File: src/rtl/map_pkg.sv
// Shared constants for the map scroll renderer.
// Holds the default map geometry, the ROM address width, the fixed pipeline latency,
// the transparent palette index and the 16-entry map palette.
package map_pkg;

   localparam int unsigned DEF_MAP_W  = 640;
   localparam int unsigned DEF_MAP_H  = 480;
   localparam int unsigned DEF_ADDR_W = 19;

   // Input-to-output latency; fixed by the stage structure and not overridable.
   localparam int unsigned PIPE_LAT = 3;

   localparam logic [3:0] TRANSPARENT_IDX = 4'd0;

   // Entry 0 is never displayed: the transparent index shows the background colour instead.
   localparam logic [23:0] MAP_PALETTE [16] = '{
      24'h000000, 24'hf6cd47, 24'hec8039, 24'hed5d1a,
      24'hf03c13, 24'hd03e23, 24'hf20f03, 24'hac2417,
      24'hc80b05, 24'h980604, 24'h760304, 24'h590203,
      24'h3f0102, 24'h270001, 24'h150000, 24'h030000
   };

endpackage

File: src/rtl/map_addr_gen.sv
// Stage 1 of the map renderer: adds the camera scroll to the pixel column with a single
// wrap at the map width, forms the row-major ROM address and registers it together with
// the delayed de/hs/vs and an in-map flag for the row.
// Ports:
//   i_clk, i_rst            clock, synchronous active-high reset
//   i_de, i_x, i_y          display enable and pixel position
//   i_hs, i_vs              active-low syncs
//   i_scroll                latched camera offset (already < MAP_W)
//   o_rom_addr              registered map ROM address
//   o_de, o_hs, o_vs        syncs delayed one cycle
//   o_inmap                 row lies inside the map image, delayed one cycle
module map_addr_gen
   import map_pkg::*;
#(
   parameter int unsigned MAP_W  = DEF_MAP_W,
   parameter int unsigned MAP_H  = DEF_MAP_H,
   parameter int unsigned ADDR_W = DEF_ADDR_W
) (
   input  logic              i_clk,
   input  logic              i_rst,
   input  logic              i_de,
   input  logic [9:0]        i_x,
   input  logic [9:0]        i_y,
   input  logic              i_hs,
   input  logic              i_vs,
   input  logic [9:0]        i_scroll,
   output logic [ADDR_W-1:0] o_rom_addr,
   output logic              o_de,
   output logic              o_hs,
   output logic              o_vs,
   output logic              o_inmap
);

   localparam logic [10:0] MAP_W11 = 11'(MAP_W);
   localparam logic [9:0]  MAP_H10 = 10'(MAP_H);

   logic [10:0]       mx_sum;
   logic [10:0]       mx;
   logic [ADDR_W-1:0] addr_d;

   always_comb begin
      mx_sum = {1'b0, i_x} + {1'b0, i_scroll};
      // Scroll is below MAP_W, so one subtraction suffices for columns inside the map.
      mx     = (mx_sum >= MAP_W11) ? (mx_sum - MAP_W11) : mx_sum;
      // Constant multiply; for 640 this reduces to (y<<9)+(y<<7) in synthesis.
      addr_d = ADDR_W'(i_y) * ADDR_W'(MAP_W) + ADDR_W'(mx);
   end

   always_ff @(posedge i_clk) begin
      if (i_rst) begin
         o_rom_addr <= '0;
         o_de       <= 1'b0;
         o_hs       <= 1'b1;
         o_vs       <= 1'b1;
         o_inmap    <= 1'b0;
      end else begin
         o_rom_addr <= addr_d;
         o_de       <= i_de;
         o_hs       <= i_hs;
         o_vs       <= i_vs;
         o_inmap    <= (i_y < MAP_H10);
      end
   end

endmodule

File: src/rtl/map_scroll_renderer.sv
// Pixel stage in front of the VGA DAC. Turns VGA timing into map ROM addresses with a
// per-frame horizontal scroll, resolves the returned 4-bit index through the map palette
// and drives registered RGB with syncs delayed to match (3 cycles input to output).
// Ports:
//   i_clk, i_rst               pixel clock, synchronous active-high reset
//   i_de, i_x, i_y, i_hs, i_vs VGA timing in (syncs active-low)
//   i_frame_start              pulse that latches i_scroll_x
//   i_scroll_x                 requested camera offset; >= MAP_W loads 0
//   i_bg_rgb                   colour for transparent / out-of-map pixels
//   o_rom_addr, i_rom_idx      map ROM address out, registered ROM data back
//   o_r, o_g, o_b              colour out
//   o_hs, o_vs, o_de           timing delayed 3 cycles
//   o_opaque                   displayed pixel came from a non-zero index
module map_scroll_renderer
   import map_pkg::*;
#(
   parameter int unsigned MAP_W  = DEF_MAP_W,
   parameter int unsigned MAP_H  = DEF_MAP_H,
   parameter int unsigned ADDR_W = DEF_ADDR_W
) (
   input  logic              i_clk,
   input  logic              i_rst,
   input  logic              i_de,
   input  logic [9:0]        i_x,
   input  logic [9:0]        i_y,
   input  logic              i_hs,
   input  logic              i_vs,
   input  logic              i_frame_start,
   input  logic [9:0]        i_scroll_x,
   input  logic [23:0]       i_bg_rgb,
   output logic [ADDR_W-1:0] o_rom_addr,
   input  logic [3:0]        i_rom_idx,
   output logic [7:0]        o_r,
   output logic [7:0]        o_g,
   output logic [7:0]        o_b,
   output logic              o_hs,
   output logic              o_vs,
   output logic              o_de,
   output logic              o_opaque
);

   localparam logic [10:0] MAP_W11 = 11'(MAP_W);

   logic [9:0]  scroll_q;
   logic        s1_de, s1_hs, s1_vs, s1_inmap;
   logic        s2_de, s2_hs, s2_vs, s2_inmap;
   logic [23:0] rgb_d, rgb_q;
   logic        opaque_d;

   // Camera offset only changes on the frame-start pulse so a frame never tears.
   always_ff @(posedge i_clk) begin
      if (i_rst) begin
         scroll_q <= '0;
      end else if (i_frame_start) begin
         scroll_q <= ({1'b0, i_scroll_x} >= MAP_W11) ? 10'd0 : i_scroll_x;
      end
   end

   map_addr_gen #(
      .MAP_W  (MAP_W),
      .MAP_H  (MAP_H),
      .ADDR_W (ADDR_W)
   ) u_addr_gen (
      .i_clk      (i_clk),
      .i_rst      (i_rst),
      .i_de       (i_de),
      .i_x        (i_x),
      .i_y        (i_y),
      .i_hs       (i_hs),
      .i_vs       (i_vs),
      .i_scroll   (scroll_q),
      .o_rom_addr (o_rom_addr),
      .o_de       (s1_de),
      .o_hs       (s1_hs),
      .o_vs       (s1_vs),
      .o_inmap    (s1_inmap)
   );

   // Stage 2: the ROM's own output register holds the index, so only sidebands are staged.
   always_ff @(posedge i_clk) begin
      if (i_rst) begin
         s2_de    <= 1'b0;
         s2_hs    <= 1'b1;
         s2_vs    <= 1'b1;
         s2_inmap <= 1'b0;
      end else begin
         s2_de    <= s1_de;
         s2_hs    <= s1_hs;
         s2_vs    <= s1_vs;
         s2_inmap <= s1_inmap;
      end
   end

   always_comb begin
      rgb_d    = 24'h000000;
      opaque_d = 1'b0;
      if (s2_de) begin
         if (!s2_inmap || (i_rom_idx == TRANSPARENT_IDX)) begin
            rgb_d = i_bg_rgb;
         end else begin
            rgb_d    = MAP_PALETTE[i_rom_idx];
            opaque_d = 1'b1;
         end
      end
   end

   always_ff @(posedge i_clk) begin
      if (i_rst) begin
         rgb_q    <= 24'h000000;
         o_opaque <= 1'b0;
         o_de     <= 1'b0;
         o_hs     <= 1'b1;
         o_vs     <= 1'b1;
      end else begin
         rgb_q    <= rgb_d;
         o_opaque <= opaque_d;
         o_de     <= s2_de;
         o_hs     <= s2_hs;
         o_vs     <= s2_vs;
      end
   end

   assign o_r = rgb_q[23:16];
   assign o_g = rgb_q[15:8];
   assign o_b = rgb_q[7:0];

endmodule

File: config.mk
export PLATFORM = sky130hd
export DESIGN_NAME = map_scroll_renderer
export DESIGN_NICKNAME = d
export VERILOG_FILES = /design/src/rtl/map_pkg.sv /design/src/rtl/map_addr_gen.sv /design/src/rtl/map_scroll_renderer.sv
export SDC_FILE = /design/constraint.sdc
export NUM_CORES = 1
export LEC_CHECK = 0
export ABC_AREA = 1
export CORE_MARGIN = 5
export CORE_UTILIZATION = 40
export DETAILED_ROUTE_END_ITERATION = 8
export DONT_BUFFER_PORTS = 1
export SLEW_MARGIN = 15
export SYNTH_ARGS = -nofsm -noshare
export SYNTH_HDL_FRONTEND = slang
export SYNTH_SLANG_ARGS = --single-unit
File: constraint.sdc
create_clock -name i_clk -period 5.5 [get_ports i_clk]
set_input_delay 0.55 -clock i_clk [delete_from_list [all_inputs] [get_ports i_clk]]
set_output_delay 0.55 -clock i_clk [all_outputs]
set_load 0.05 [all_outputs]
==> qor.csv <==
stage,metric,value,unit
routing,# DRC,0,
finish,ant diodes,0,
worst_setup_path,crit path DAT,3960,ps
min_path,Min-Delay Path Class,input port to register,
finish,Syn-to-layout area delta,7.53,%
finish,nets,641,
worst_setup_path,Critical Path Start,scroll_q[0]$_SDFFE_PP0P_,
die,starting density of the core,0.412,
routing,Initial DRC Count,140,
timing,final setup vio count,0,
clock_network,Post CTS Setup Buffer Count,0,
timing,Final Max Tran Viols,0,
worst_setup_path,worst endpoint required time,5730,ps
routing,DRT Pass-1 Iters,5,
timing,RSZ-0062 raised after global routing,no,
worst_setup_path,Setup CP Type,register to register,
run,total of max-cap violations,0,
routing,Vias per Instance,5.10,
clock_network,CTS tree,done,
die,Die Y,108,µm
routing,final wirelength,9.36,mm
logic_synthesis,synth cell count leaders,"nand2_1 (136), inv_1 (70), dfxtp_1 (65), nand3_1 (54), o21ai_0 (38)",
timing,TNS Setup,0,ps
clock_network,Max H-tree Level,3,
routing,post-DR wirelength/cell,13.9,µm
worst_setup_path,CP max FO,4,
finish,Non-Filler Instances,672,
clock_network,clk buf depth,2,
die,core area,9280,µm²
worst_setup_path,startpoint types,register,
power_and_ir_drop,Net Switching,474,µW
clock_network,"Clk Latency, worst-skew pair",330,ps
timing,Tcrit/Tclk final,0.678,
logic_synthesis,Main synth FF type,dfxtp_1,
finish,Filler Cells Inserted,963,
grt,first-pass GRT wire length,15.1,mm
clock_network,CTS sink count,65,
logic_synthesis,register bit count reported by yosys,65,
clock_network,clk slew on worst S/H paths,70,ps
finish,share of cells above drive strength 1,0.0829,
logic_synthesis,Synth Net Count,643,
place,Port Buffers,0,
clock_network,CTS hold repair buffers,0,
logic_synthesis,Syn Area/Cell,7.08,µm²
power_and_ir_drop,Net Sw Frac,0.367,
place,global placement routability congestion,0.884,
grt,initial antenna violation count,0,
logic_synthesis,Post-synth EDFFs,0,
logic_synthesis,dominant cells by area after synthesis,"dfxtp_1 (34%), nand2_1 (13%), ha_1 (12%), nand3_1 (7.1%), inv_1 (6.9%)",
logic_synthesis,Synth async-reset ratio,0,
power_and_ir_drop,combinational power share,0.215,
power_and_ir_drop,internal cell power,816,µW
clock_network,CTS buffer count,9,
power_and_ir_drop,Flop pwr share,0.482,
timing,Fin Clk Skew,5.71,ps
place,Final HPWL DP,7.32,mm
logic_synthesis,Netlist cell types,40,
die,Top-Level Pins,111,
die,cell row count,35,
worst_setup_path,crit end category,register,
grt,total grt overflow,0,
timing,worst slew pin tran,906,ps
timing,Fin. Hold Viols,0,
timing,fmax,268,MHz
logic_synthesis,Synth Instances,540,
die,Die ar.,11600,µm²
grt,largest net degree at the start of global routing,26,
logic_synthesis,most frequent cell after synthesis,nand2_1,
logic_synthesis,"Seq/Total Area, Yosys",0.340,
logic_synthesis,Yosys top cell by area,dfxtp_1,
power_and_ir_drop,Static Leakage,0.00205,µW
status,status,completed,
power_and_ir_drop,PwrDens,314,nW/µm²
clock_network,Post-CTS Resized,0,
timing,slew margin rel.,0.396,
routing,routed via count,3425,
logic_synthesis,Synth warnings,0,
worst_setup_path,launching point of the worst reg2reg path,scroll_q[0]$_SDFFE_PP0P_,
min_path,hold path startpoint,i_rst,
place,placed cell count,656,
grt,All-Layer GR Usage,0.162,
logic_synthesis,area fraction of the dominant cell type after synthesis,0.340,
die,Die W,108,µm
routing,post-route ant nets,0,
timing,fin crit period,3730,ps
clock_network,CTS root buf,clkbuf_8,
power_and_ir_drop,Worst VDD drop,0.000102,V
power_and_ir_drop,Clock power frac,0.303,
logic_synthesis,mapped cell area,3820,µm²
grt,vias in the first global route,3252,
power by group through the flow:
| stage | clock network [µW] | logic [µW] | registers, µW |
|---|---|---|---|
| 2_1_floorplan | 0 | 232 | 626 |
| 3_3_place_gp | 0 | 271 | 634 |
| 3_5_place_dp | 0 | 276 | 633 |
| 4_1_cts | 405 | 278 | 623 |
| 5_1_grt | 432 | 322 | 626 |
| 6_report | 391 | 277 | 621 |
worst max-delay path: stages, from the launching register on:
cell	delay (ps)
dfxtp_1	330
ha_1	200
inv_1	70
fa_1	380
inv_1	110
nand3_1	100
nand2_1	100
nand3_1	120
nand2_2	120
nand2_1	70
nand2_2	100
ha_1	170
inv_1	40
nand3_1	100
nand2_1	80
inv_1	130
a21oi_2	80
ha_1	330
inv_2	50
nor2_1	120
nand4_1	150
a21oi_2	240
nand3_2	150
nor2_4	120
nand3_1	70
nand2_1	70
nor2_1	40
cell families (layout without fill, tap and decap cells):
kind of cell | Yosys count | after routing | share of synthesized area
xor gates and xnor gates | 3 | 3 | 0.00884
and+or+nand+nor | 249 | 249 | 0.281
AOI/OAI and AO/OA | 95 | 95 | 0.146
buffers and inverters | 89 | 92 | 0.0907
DFF | 65 | 65 | 0.340
adders and majority gates | 39 | 39 | 0.134
metrics by stage:
stage	util	cell area (µm²)	power (µW)	hold slack (ps)	setup slack, ps
final	0.443	4110	1290	279	1770
after global routing	0.443	4110	1380	251	1280
after CTS	0.443	4110	1310	258	1800
after floorplan	-	3820	858	388	1940
after global placement	0.423	3920	905	398	1730
after detailed placement	0.423	3920	909	396	1620
flip-flops by register name, summed over array words and instances (netlist names):
signal and count:
o_de 1, o_hs 1, o_opaque 1, o_vs 1, rgb_q 24, s2_de 1
s2_hs 1, s2_inmap 1, s2_vs 1, scroll_q 10, u_addr_gen.o_de 1, u_addr_gen.o_hs 1
u_addr_gen.o_inmap 1, u_addr_gen.o_rom_addr 19, u_addr_gen.o_vs 1
per-layer routing:
metal,up-vias,wire length [µm],track usage,share of wire
met5,-,0,0,0
met4,0,165,0.0676,0.018
met3,15,678,0.0486,0.072
met1,1546,4260,0.204,0.46
met2,106,4250,0.256,0.45
li1,1758,-,-,-
path summary, 6_finish.rpt:
path | endpoint | slack, ps | depth (start not counted)
setup / recovery | u_addr_gen.o_rom_addr[18]$_SDFF_PP0_ | 1770 | 26
hold / removal | scroll_q[8]$_SDFFE_PP0P_ | 280 | 1
setup reg to reg | u_addr_gen.o_rom_addr[18]$_SDFF_PP0_ | 1770 | 26
hold reg to reg | s2_de$_SDFF_PP0_ | 410 | 2
layout by cell type, fill, tap and decap left out, types with 3 or more instances in the layout:
cell type  netlist  layout
ha_1            36      36
fa_1             3       3
nand3_1         54      54
dfxtp_1         65      65
inv_1           70      70
a21oi_1         31      31
a21oi_2          3       3
nand2_2          5       5
inv_2            6       6
clkbuf_8         0       9
nor2_1          37      37
or2_2            7       7
o21ai_0         38      38
a31oi_1          4       4
o31ai_1          3       3
nand2_1        136     136
o21bai_1         3       3
area by class of cell:
cell class,instances,area [µm²],share of cell area
flip-flops and latches,65,1300,0.317
inverters,76,285,0.0694
multi-input cells,386,2170,0.529
clock buffers,11,131,0.0320
clock inverters,5,56.3,0.0137
well taps,129,161,0.0393
Note: power is estimated with default switching activity, not from simulation.
